--- src/rtl/step_ctrl_pkg.sv ---
// Shared types for the adaptive step-size controller: FSM states, config
// offsets and norm-mode encodings.
package step_ctrl_pkg;

  typedef enum logic [4:0] {
    S_IDLE,
    S_CFG_N,
    S_CFG_T,
    S_CFG_H,
    S_CFG_LAST,
    S_DONE_INIT,
    S_ERR_INIT,
    S_ERR_RD_Y,
    S_ERR_RD_Z,
    S_ERR_ACC,
    S_CMP,
    S_MUL,
    S_WAIT_MUL,
    S_DIV,
    S_WAIT_DIV,
    S_CLAMP,
    S_DONE_PROCEED,
    S_DONE_NO_PROCEED,
    S_ERROR
  } state_t;

  localparam int CFG_N_OFS = 0;
  localparam int CFG_T_OFS = 1;
  localparam int CFG_H_OFS = 2;

  localparam logic NORM_SUM = 1'b0;
  localparam logic NORM_MAX = 1'b1;

endpackage

--- src/rtl/err_norm_accum.sv ---
// Error-norm accumulator: |y-z| at DATA_W+1 bits folded into a sum or a max,
// with a combinational fault flag for out-of-range differences or sum overflow.
module err_norm_accum
  import step_ctrl_pkg::*;
#(
  parameter int DATA_W = 32
) (
  input  logic              clk,
  input  logic              rst,
  input  logic              clr,
  input  logic              en,
  input  logic              mode,
  input  logic [DATA_W-1:0] y,
  input  logic [DATA_W-1:0] z,
  output logic [DATA_W-1:0] acc,
  output logic              sat
);

  logic signed [DATA_W:0] diff;
  logic        [DATA_W:0] mag;
  logic        [DATA_W:0] sum;
  logic                   big_d;

  // NOTE: every always_comb output gets a value on every path, so no latch is inferred.
  always_comb begin
    diff  = {y[DATA_W-1], y} - {z[DATA_W-1], z};
    mag   = diff[DATA_W] ? -diff : diff;
    big_d = mag[DATA_W] | mag[DATA_W-1];
    sum   = {1'b0, acc} + mag;
    sat   = en & (big_d | ((mode == NORM_SUM) & (sum[DATA_W] | sum[DATA_W-1])));
  end

  always_ff @(posedge clk or negedge rst) begin
    if (!rst) begin
      acc <= '0;
    end else if (clr) begin
      acc <= '0;
    end else if (en && !sat) begin
      if (mode == NORM_MAX) acc <= (mag[DATA_W-1:0] > acc) ? mag[DATA_W-1:0] : acc;
      else                  acc <= sum[DATA_W-1:0];
    end
  end

endmodule

--- src/rtl/step_control_engine.sv ---
// Adaptive step-size controller: loads n/tol/h, reduces |Y-Z| to an error norm,
// accepts (optionally growing h) or rejects and rescales h = clamp(h*tol/err).
module step_control_engine
  import step_ctrl_pkg::*;
#(
  parameter int DATA_W     = 32,
  parameter int ADDR_W     = 16,
  parameter int CFG_BASE   = 0,
  parameter int Y_BASE     = 16,
  parameter int Z_BASE     = 512,
  parameter int N_W        = 8,
  parameter int MAX_RETRY  = 4,
  parameter int GROW_SHIFT = 3,
  parameter int H_MIN      = 1,
  parameter logic [DATA_W-1:0] H_MAX = {2'b01, {(DATA_W-2){1'b0}}}
) (
  input  logic                               clk,
  input  logic                               rst,
  input  logic                               init,
  input  logic                               start,
  input  logic                               norm_mode,
  input  logic                               grow_en,
  output logic                               mem_rd,
  output logic [ADDR_W-1:0]                  mem_addr,
  input  logic [DATA_W-1:0]                  mem_data,
  output logic                               mul_start,
  output logic [DATA_W-1:0]                  mul_a,
  output logic [DATA_W-1:0]                  mul_b,
  input  logic                               mul_done,
  input  logic [DATA_W-1:0]                  mul_result,
  input  logic                               mul_overflow,
  output logic                               div_start,
  output logic [DATA_W-1:0]                  div_num,
  output logic [DATA_W-1:0]                  div_den,
  input  logic                               div_done,
  input  logic [DATA_W-1:0]                  div_quot,
  input  logic                               div_overflow,
  output logic [DATA_W-1:0]                  step,
  output logic [DATA_W-1:0]                  err_norm,
  output logic                               done,
  output logic                               proceed,
  output logic                               error_failure,
  output logic [$clog2(MAX_RETRY+1)-1:0]     retry_count
);

  localparam logic [DATA_W-1:0] H_MIN_V = DATA_W'(H_MIN);

  state_t            state;
  logic [N_W-1:0]    n;
  logic [N_W-1:0]    idx;
  logic [N_W-1:0]    idx_nxt;
  logic [N_W-1:0]    n_last;
  logic [DATA_W-1:0] tol;
  logic [DATA_W-1:0] y_q;
  logic [DATA_W-1:0] product;
  logic [DATA_W-1:0] quot;
  logic              mode_q;
  logic              grow_q;
  logic [DATA_W-1:0] acc;
  logic              acc_sat;
  logic [DATA_W:0]   h_dbl;
  logic [DATA_W-1:0] h_grown;

  function automatic logic [DATA_W-1:0] clamp_h(input logic [DATA_W-1:0] v);
    if ($signed(v) < $signed(H_MIN_V)) return H_MIN_V;
    if ($signed(v) > $signed(H_MAX))   return H_MAX;
    return v;
  endfunction

  // n = 0 is treated as a single component
  assign n_last  = (n == '0) ? '0 : n - N_W'(1);
  assign idx_nxt = idx + N_W'(1);
  assign h_dbl   = {step, 1'b0};
  assign h_grown = (h_dbl > {1'b0, H_MAX}) ? H_MAX : h_dbl[DATA_W-1:0];

  assign done          = (state == S_DONE_INIT) || (state == S_DONE_PROCEED) ||
                         (state == S_DONE_NO_PROCEED);
  assign proceed       = (state == S_DONE_PROCEED);
  assign error_failure = (state == S_ERROR);
  assign mul_a         = step;
  assign mul_b         = tol;
  assign div_num       = product;
  assign div_den       = acc;

  err_norm_accum #(.DATA_W(DATA_W)) u_accum (
    .clk  (clk),
    .rst  (rst),
    .clr  (state == S_ERR_INIT),
    .en   (state == S_ERR_ACC),
    .mode (mode_q),
    .y    (y_q),
    .z    (mem_data),
    .acc  (acc),
    .sat  (acc_sat)
  );

  // NOTE: sequential state uses non-blocking assignments only, so every register
  // samples pre-edge values regardless of statement order.
  always_ff @(posedge clk or negedge rst) begin
    if (!rst) begin
      state       <= S_IDLE;
      step        <= '0;
      err_norm    <= '0;
      retry_count <= '0;
      n           <= '0;
      tol         <= '0;
      idx         <= '0;
      y_q         <= '0;
      product     <= '0;
      quot        <= '0;
      mode_q      <= 1'b0;
      grow_q      <= 1'b0;
      mem_rd      <= 1'b0;
      mem_addr    <= '0;
      mul_start   <= 1'b0;
      div_start   <= 1'b0;
    end else begin
      mem_rd    <= 1'b0;
      mul_start <= 1'b0;
      div_start <= 1'b0;
      case (state)
        S_IDLE, S_DONE_INIT, S_DONE_PROCEED, S_DONE_NO_PROCEED, S_ERROR: begin
          if (init) begin
            state       <= S_CFG_N;
            retry_count <= '0;
            mem_rd      <= 1'b1;
            mem_addr    <= ADDR_W'(CFG_BASE + CFG_N_OFS);
          end else if (start && state != S_IDLE) begin
            state  <= S_ERR_INIT;
            mode_q <= norm_mode;
            grow_q <= grow_en;
            idx    <= '0;
            if (state == S_ERROR) retry_count <= '0;
          end
        end
        S_CFG_N: begin
          state    <= S_CFG_T;
          mem_rd   <= 1'b1;
          mem_addr <= ADDR_W'(CFG_BASE + CFG_T_OFS);
        end
        S_CFG_T: begin
          state    <= S_CFG_H;
          n        <= mem_data[N_W-1:0];
          mem_rd   <= 1'b1;
          mem_addr <= ADDR_W'(CFG_BASE + CFG_H_OFS);
        end
        S_CFG_H: begin
          state <= S_CFG_LAST;
          tol   <= mem_data;
        end
        S_CFG_LAST: begin
          state <= S_DONE_INIT;
          step  <= clamp_h(mem_data);
        end
        S_ERR_INIT: begin
          state    <= S_ERR_RD_Y;
          mem_rd   <= 1'b1;
          mem_addr <= ADDR_W'(Y_BASE) + ADDR_W'(idx);
        end
        S_ERR_RD_Y: begin
          state    <= S_ERR_RD_Z;
          mem_rd   <= 1'b1;
          mem_addr <= ADDR_W'(Z_BASE) + ADDR_W'(idx);
        end
        S_ERR_RD_Z: begin
          state <= S_ERR_ACC;
          y_q   <= mem_data;
        end
        S_ERR_ACC: begin
          if (acc_sat) begin
            state <= S_ERROR;
          end else if (idx == n_last) begin
            state <= S_CMP;
          end else begin
            state    <= S_ERR_RD_Y;
            idx      <= idx_nxt;
            mem_rd   <= 1'b1;
            mem_addr <= ADDR_W'(Y_BASE) + ADDR_W'(idx_nxt);
          end
        end
        S_CMP: begin
          err_norm <= acc;
          if ($signed(acc) <= $signed(tol)) begin
            retry_count <= '0;
            if (grow_q && ($signed(acc) < ($signed(tol) >>> GROW_SHIFT))) step <= h_grown;
            state <= S_DONE_PROCEED;
          end else begin
            retry_count <= retry_count + 1'b1;
            if (retry_count == ($clog2(MAX_RETRY+1))'(MAX_RETRY - 1)) begin
              state <= S_ERROR;
            end else begin
              state     <= S_MUL;
              mul_start <= 1'b1;
            end
          end
        end
        S_MUL: state <= S_WAIT_MUL;
        S_WAIT_MUL: begin
          // overflow wins over a coincident done
          if (mul_overflow) begin
            state <= S_ERROR;
          end else if (mul_done) begin
            state     <= S_DIV;
            product   <= mul_result;
            div_start <= 1'b1;
          end
        end
        S_DIV: state <= S_WAIT_DIV;
        S_WAIT_DIV: begin
          if (div_overflow) begin
            state <= S_ERROR;
          end else if (div_done) begin
            state <= S_CLAMP;
            quot  <= div_quot;
          end
        end
        S_CLAMP: begin
          state <= S_DONE_NO_PROCEED;
          step  <= clamp_h(quot);
        end
        default: state <= S_IDLE;
      endcase
    end
  end

endmodule

--- config.mk ---
export PLATFORM = sky130hd
export DESIGN_NAME = step_control_engine
export DESIGN_NICKNAME = d
export VERILOG_FILES = /design/src/rtl/step_ctrl_pkg.sv /design/src/rtl/err_norm_accum.sv /design/src/rtl/step_control_engine.sv
export SDC_FILE = /design/constraint.sdc
export NUM_CORES = 1
export LEC_CHECK = 0
export ABC_AREA = 1
export CORE_MARGIN = 5
export CORE_UTILIZATION = 40
export DETAILED_ROUTE_END_ITERATION = 12
export GPL_ROUTABILITY_DRIVEN = 0
export PLACE_DENSITY = 0.66
export SLEW_MARGIN = 20
export SYNTH_ARGS = -nofsm -noshare
export SYNTH_HDL_FRONTEND = slang
export SYNTH_SLANG_ARGS = --single-unit
--- constraint.sdc ---
create_clock -name clk -period 6.9 [get_ports clk]
set_input_delay 0.69 -clock clk [delete_from_list [all_inputs] [get_ports clk]]
set_output_delay 0.69 -clock clk [all_outputs]
set_load 0.005 [all_outputs]
### Word-level counts from Yosys, hierarchy flattened

Cells that the tools add are included.

* register bits after elaboration: 269
* bits of input ports: 106
* output and inout port bits: 217
* word-level logic and storage cells: 163

* add/sub/neg operators: 9
* magnitude comparators: 8
* equality and inequality tests: 32
* multiplexer cells: 63
* bitwise logic cells: 9
* reductions and logical operators: 25

Operators with widths (number)
* $mux 32: 15
* $pmux 16 s6: 1
* $pmux 32 s3: 1
* $pmux 5 s15: 1
* $gt 32x32->1 const B: 2
* $lt 32x2->1 const B: 2
* $mux 16: 3
* $mux 5: 9
* $eq 5x4->1 const B: 8
* $mux 8: 5
* $add 32x33->33: 1
* $gt 33x31->1 const B: 1
* $mux 33: 1
* $neg 33->33: 1
* $sub 32x32->33: 1
* $gt 32x32->1: 1
* $le 32x32->1: 1
* $lt 32x29->1: 1
* $eq 5x3->1 const B: 4
* $mux 1: 19
* $add 5x8->9 const A: 2
* $reduce_and 3->1: 6
* $pmux 8 s2: 1
* $eq 5x5->1 const B: 3
* 32 further kinds: 56

### Logic depth before layout (Yosys ltp)

* depth in word-level cells: 12
* gate-level depth with buffers: 39
* gate-level depth less buffers: 36

### By module

Synthesis repeated with hierarchy kept, for this count alone.

* cell total of the unflattened synthesis: 3144
* area, all modules: 20911.3 um2

By module, submodules not included
* step_control_engine: times used 1, cells an instance 1611, area an instance 12719.7 um2, seq. area each 5780.5 um2
* err_norm_accum: times used 1, cells an instance 1533, area an instance 8191.6 um2, seq. area each 800.8 um2

### Worst setup path before layout

Ideal clock, no wire load.

* path type: in2reg
* start point: input mem_data[0]
* end point: register u_accum.acc[12]
* setup time: 0.117 ns
* arrival: 5.211 ns
* data required time: 6.783 ns
* path slack: 1.572 ns
* stages: 37
* buffers on the path: 3
* cells stage by stage: ha_1 -> fa_1 -> inv_1 -> nand3_1 -> nand2_1 -> nand2_1 -> nand2_1 -> nand2_1 -> nand3_1 -> nand3_1 -> nand2_1 -> nand2_1 -> nand2_2 -> inv_2 -> clkbuf_1 -> or2_2 -> o21ai_0 -> inv_1 -> fa_1 -> or2_2 -> o21ai_1 -> inv_1 -> o21ai_1 -> nand3_1 -> nand2_1 -> nand4_1 -> nand2_1 -> a21o_1 -> nand2_1 -> nand3_4 -> nor2_8 -> nand3_4 -> nand2_2 -> buf_6 -> buf_8 -> nand2_1 -> nand2_1

* longest elaborated chain between the ends: 12

RTL lines
* start, declared: line step_control_engine.sv:25 `input logic [DATA_W-1:0] mem_data,`
* $sub 32x32->33 *: line err_norm_accum.sv:26 `diff = {y[DATA_W-1], y} - {z[DATA_W-1], z};`
* $neg 33->33: line err_norm_accum.sv:27 `mag = diff[DATA_W] ? -diff : diff;`
* $mux 33 *: line err_norm_accum.sv:27
* $add 32x33->33: line err_norm_accum.sv:29 `sum = {1'b0, acc} + mag;`
* $or 1x1->1: line err_norm_accum.sv:30 `sat = en & (big_d | ((mode == NORM_SUM) & (sum[DATA_W] | sum[DATA_W-1])));`
* $and 1x1->1: line err_norm_accum.sv:30
* $or 1x1->1: line err_norm_accum.sv:30
* $and 1x1->1: line err_norm_accum.sv:30
* $logic_not 1->1: line err_norm_accum.sv:38 `end else if (en && !sat) begin`
* $logic_and 1x1->1: line err_norm_accum.sv:38
* $reduce_bool 2->1 (no line)
* $reduce_and 2->1 (no line)
* end signal, assigned: line err_norm_accum.sv:39 `if (mode == NORM_MAX) acc <= (mag[DATA_W-1:0] > acc) ? mag[DATA_W-1:0] : acc;`
* end signal, assigned: line err_norm_accum.sv:40 `else acc <= sum[DATA_W-1:0];`
* end, declared: line err_norm_accum.sv:15 `output logic [DATA_W-1:0] acc,`

Every way passes the cells marked *; elsewhere a longest branch is shown, timed or not. The select of a mux whose other input is x is not followed.
A chain may end at the register's enable or synchronous reset.

### Final worst setup path

* start point: input mem_data[11]
* end point: register mem_addr[1]

* longest elaborated chain between the ends: 10

RTL lines
* $sub 32x32->33 *: line err_norm_accum.sv:26
* $neg 33->33: line err_norm_accum.sv:27
* $mux 33 *: line err_norm_accum.sv:27
* $add 32x33->33: line err_norm_accum.sv:29
* $or 1x1->1: line err_norm_accum.sv:30
* $and 1x1->1: line err_norm_accum.sv:30
* $or 1x1->1 *: line err_norm_accum.sv:30
* $and 1x1->1 *: line err_norm_accum.sv:30
* $ne 2x2->1 (no line) *
* $reduce_and 4->1 (no line) *
* end signal, assigned: line step_control_engine.sv:127 `mem_addr <= ADDR_W'(CFG_BASE + CFG_N_OFS);`
* end signal, assigned: line step_control_engine.sv:139 `mem_addr <= ADDR_W'(CFG_BASE + CFG_T_OFS);`
* end signal, assigned: line step_control_engine.sv:145 `mem_addr <= ADDR_W'(CFG_BASE + CFG_H_OFS);`
* end, declared: line step_control_engine.sv:24 `output logic [ADDR_W-1:0] mem_addr,`

Every way passes the cells marked *; elsewhere a longest branch is shown, timed or not.

==> results by group <==
Status
  • Run status: finished, final reports clean

Critical path
  • Largest fanout of any net on the critical path: 11
  • Worst reg-to-reg path cell count: 34
  • Critical path's slowest cell: clkdlybuf4s50_1
  • Data arrival time of the worst path: ~7 ns
  • Reg-to-Reg Start: y_q[0]
  • Required time of the worst setup path: around 7.4 ns
  • Critical Path Start Type: primary input
  • Critical Path Max Stage Delay: approximately 0.65 ns
  • Critical Path Most Common Cell: nand2_1
  • Setup slack, reg-to-reg: 0.92 ns
  • Element type at the critical path end: register
  • Reg2reg end: mem_addr[1]
  • CP Class: primary input to register

Global routing
  • Total global routing track utilization: roughly 24%
  • Antenna violations before repair: 1
  • Number of global-route vias before repair: around 19k
  • Global-route congestion overflow total: 0
  • Global-route wire length before repair: ~110,000 microns
  • Pin count of the biggest net entering global routing: around 150

Timing
  • Final-report max-slew violation count: 0
  • Timing-limited maximum frequency: 158 MHz
  • Final-report setup violation count: 0
  • Clock period minus final worst setup slack: approximately 6.3 ns
  • Pin slew with the least headroom to its limit: roughly 1.1 ns
  • Final hold violations: 0
  • Max transition margin: 29.3%
  • Total Negative Setup Slacks: 0 ns
  • Max Clock Skew: about 0.030 ns
  • Worst slack on hold paths: 0.187 ns
  • RSZ-0062 raised after global routing: no
  • Final worst-path cycle share: 91.9%

Detailed routing
  • Count of antenna-violating nets left after detailed routing: 0
  • Routed vias/inst: between 5 and 6
  • Total iterations of the first detailed-routing run: 8
  • Routed wire length per instance: approximately 18 microns
  • Drt initial violations: just over 2k
  • Post-route DRC violation count: 0
  • Total wirelength of the detailed-routed design: ~68,000 microns
  • Via total after detailed routing: 20.1k

Layout
  • Final cell count without fillers: 3,818
  • Fraction of layout cells with a size suffix above 1: roughly 5.2%
  • Area Overhead vs Synth: 24.2%
  • Fill cell total of the finished layout: around 4.7k
  • Multi-input gate area in the final layout: 11,200 sq um
  • Reg area: approximately 6600 sq um
  • Count of nets after finishing: around 3.4k

Power
  • Maximum ir drop on the vdd rail: 0.362 mV
  • Power density over the cells: just under 600 nW/um^2
  • Leakage: about 13 nW

Synthesis
  • Post-synthesis cell count: between 2k and 3k
  • Most common flop cell mapped by yosys: dfrtp_1
  • Distinct cell type count of the synthesized netlist: 58
  • Most area-consuming cells after synthesis: dfrtp_1, nand2_1, ha_1
  • Combined area of all synthesized cells: ~20,000 sq um
  • Part of the Yosys area used for sequential elements: roughly 33%
  • Yosys top cell by area: dfrtp_1
  • Leading cell types by count after synthesis: nand2_1, inv_1, dfrtp_1
  • Number of warning messages in the yosys log: 0
  • EDFF count, synth: 0
  • Asr flop ratio synth: 100%
  • Number of register bits inferred by synthesis: between 200 and 300
  • Average cell area after synthesis: 6.97 sq um
  • Dominant cell by count in the synthesized netlist: nand2_1
  • Area share of the largest cell type after synthesis: between 30% and 40%

Flow run
  • Number of max-cap violations: 0

Floorplan
  • Total I/O pin count: roughly 320
  • Row cnt: 81
  • Vertical die dimension: approximately 230 microns
  • Floorplan Core Area: ~50,000 sq um
  • Die area: between 50,000 and 60,000 sq um
  • Die span in x: 233 microns
  • Starting Density: 40.6%

CTS
  • Cell chosen for the clock root: clkbuf_16
  • Buffer depth of the longest clock path: 3
  • Clock tree from TritonCTS: built
  • Post-CTS sizing: 0
  • Number of levels in the clock H-tree: 2
  • Number of buffers added to fix hold violations after cts: 0
  • Number of clock buffers inserted by TritonCTS: 34
  • CTS clock-pin slew for the worst setup and hold paths: about 0.060 ns
  • Post-CTS setup buffers: 0
  • TritonCTS sink count: 263
  • Later-pin clock latency in the skew report: between 0.5 and 0.6 ns

Placed design
  • Buffers added on ports: between 300 and 400
  • HPWL after DPL: approximately 54,000 microns
  • Cell Count Post-Placement: 3,759

Hold path
  • Min-delay worst type: primary input to async pin
-- metrics by stage --
step / power [mW] / utilization [%] / cell area, sq um / setup WS (ns)
final: 14.8 / 50.4 / 24800 / 0.557
after detailed placement: 12.7 / 48.0 / 23600 / 0.183
after global routing: 16.1 / 50.4 / 24800 / 0.0762
after CTS: 14.7 / 50.4 / 24800 / 0.685
after floorplan: 9.26 / - / 20000 / 1.57
after global placement: 12.5 / 48.0 / 23600 / 0.365
-- final cells by class --
class / instances / area share [%]
clock buffers: 44 / 3.88
repair buffers: 341 / 13.7
inverters: 435 / 6.59
multi-input cells: 2056 / 45.1
clock inverters: 14 / 0.834
flip-flops and latches: 263 / 26.6
diodes: 1 / 0.0101
well taps: 664 / 3.36
-- layout by cell type, fill, tap and decap left out, drive strengths merged, types with 26 or more instances in the layout --
master / Yosys / layout
xor2: 34 / 34
nor2: 212 / 212
nand2: 831 / 831
nand4: 47 / 47
mux2: 30 / 30
nand3: 169 / 169
buf: 52 / 26
a21oi: 154 / 154
ha: 165 / 165
nor3: 40 / 40
inv: 431 / 432
dfrtp: 263 / 263
clkdlybuf4s50: 0 / 315
clkbuf: 61 / 44
o21ai: 210 / 210
-- per-layer routing --
metal,up-vias,share of wire (%),global-route usage (%)
li1,9747,-,-
met1,9449,42,31.9
met2,788,48,41.5
met3,127,7.1,3.85
met4,0,2.8,6.77
met5,-,0,0
-- sequential cells by signal (all words and copies together) (netlist names) --
register     cells
div_start        1
quot            32
mul_a           32
mem_rd           1
mul_start        1
mem_addr        10
div_num         32
state            5
idx              8
mul_b           32
n                8
y_q             32
retry_count      3
grow_q           1
mode_q           1
u_accum.acc     32
err_norm        32
-- power by group --
part / internal (mW) / switching, mW / leakage [nW] / total, mW
registers: 2.16 / 0.670 / 3.38 / 2.83
clock network: 1.17 / 0.716 / 0.579 / 1.88
logic: 3.81 / 6.25 / 8.63 / 10.1
total: 7.14 / 7.64 / 12.6 / 14.8
-- worst max-delay path by stage --
stage            startpoint         endpoint  slack (ns)  depth (start not counted)
3_3_place_gp   mem_data[11]      mem_addr[9]        0.37                         33
5_1_grt        mem_data[11]      mem_addr[7]        0.08                         33
6_report       mem_data[11]      mem_addr[1]        0.56                         33
2_1_floorplan   mem_data[0]  u_accum.acc[12]        1.57                         37
3_5_place_dp   mem_data[11]      mem_addr[3]        0.18                         33
4_1_cts        mem_data[11]      mem_addr[1]        0.69                         33
-- cell families (layout without fill, tap and decap cells) --
group / after synthesis / count (layout) / share of synthesized area (%)
xor+xnor: 41 / 41 / 1.88
other cells: 1 / 7 / 0.0188
buf+inv: 548 / 834 / 11.2
simple gates: 1344 / 1344 / 28.5
flops: 263 / 263 / 33.0
mux: 30 / 30 / 1.69
fa+ha+maj: 167 / 167 / 10.6
compound gates: 468 / 468 / 13.1
-- critical path, delay by kind of cell --
family          cells  cell delay, ns
buf+inv             5            1.07
compound gates      5            1.14
fa+ha+maj           2            0.82
simple gates       21            3.07
Power figures use the tool's default switching activity.
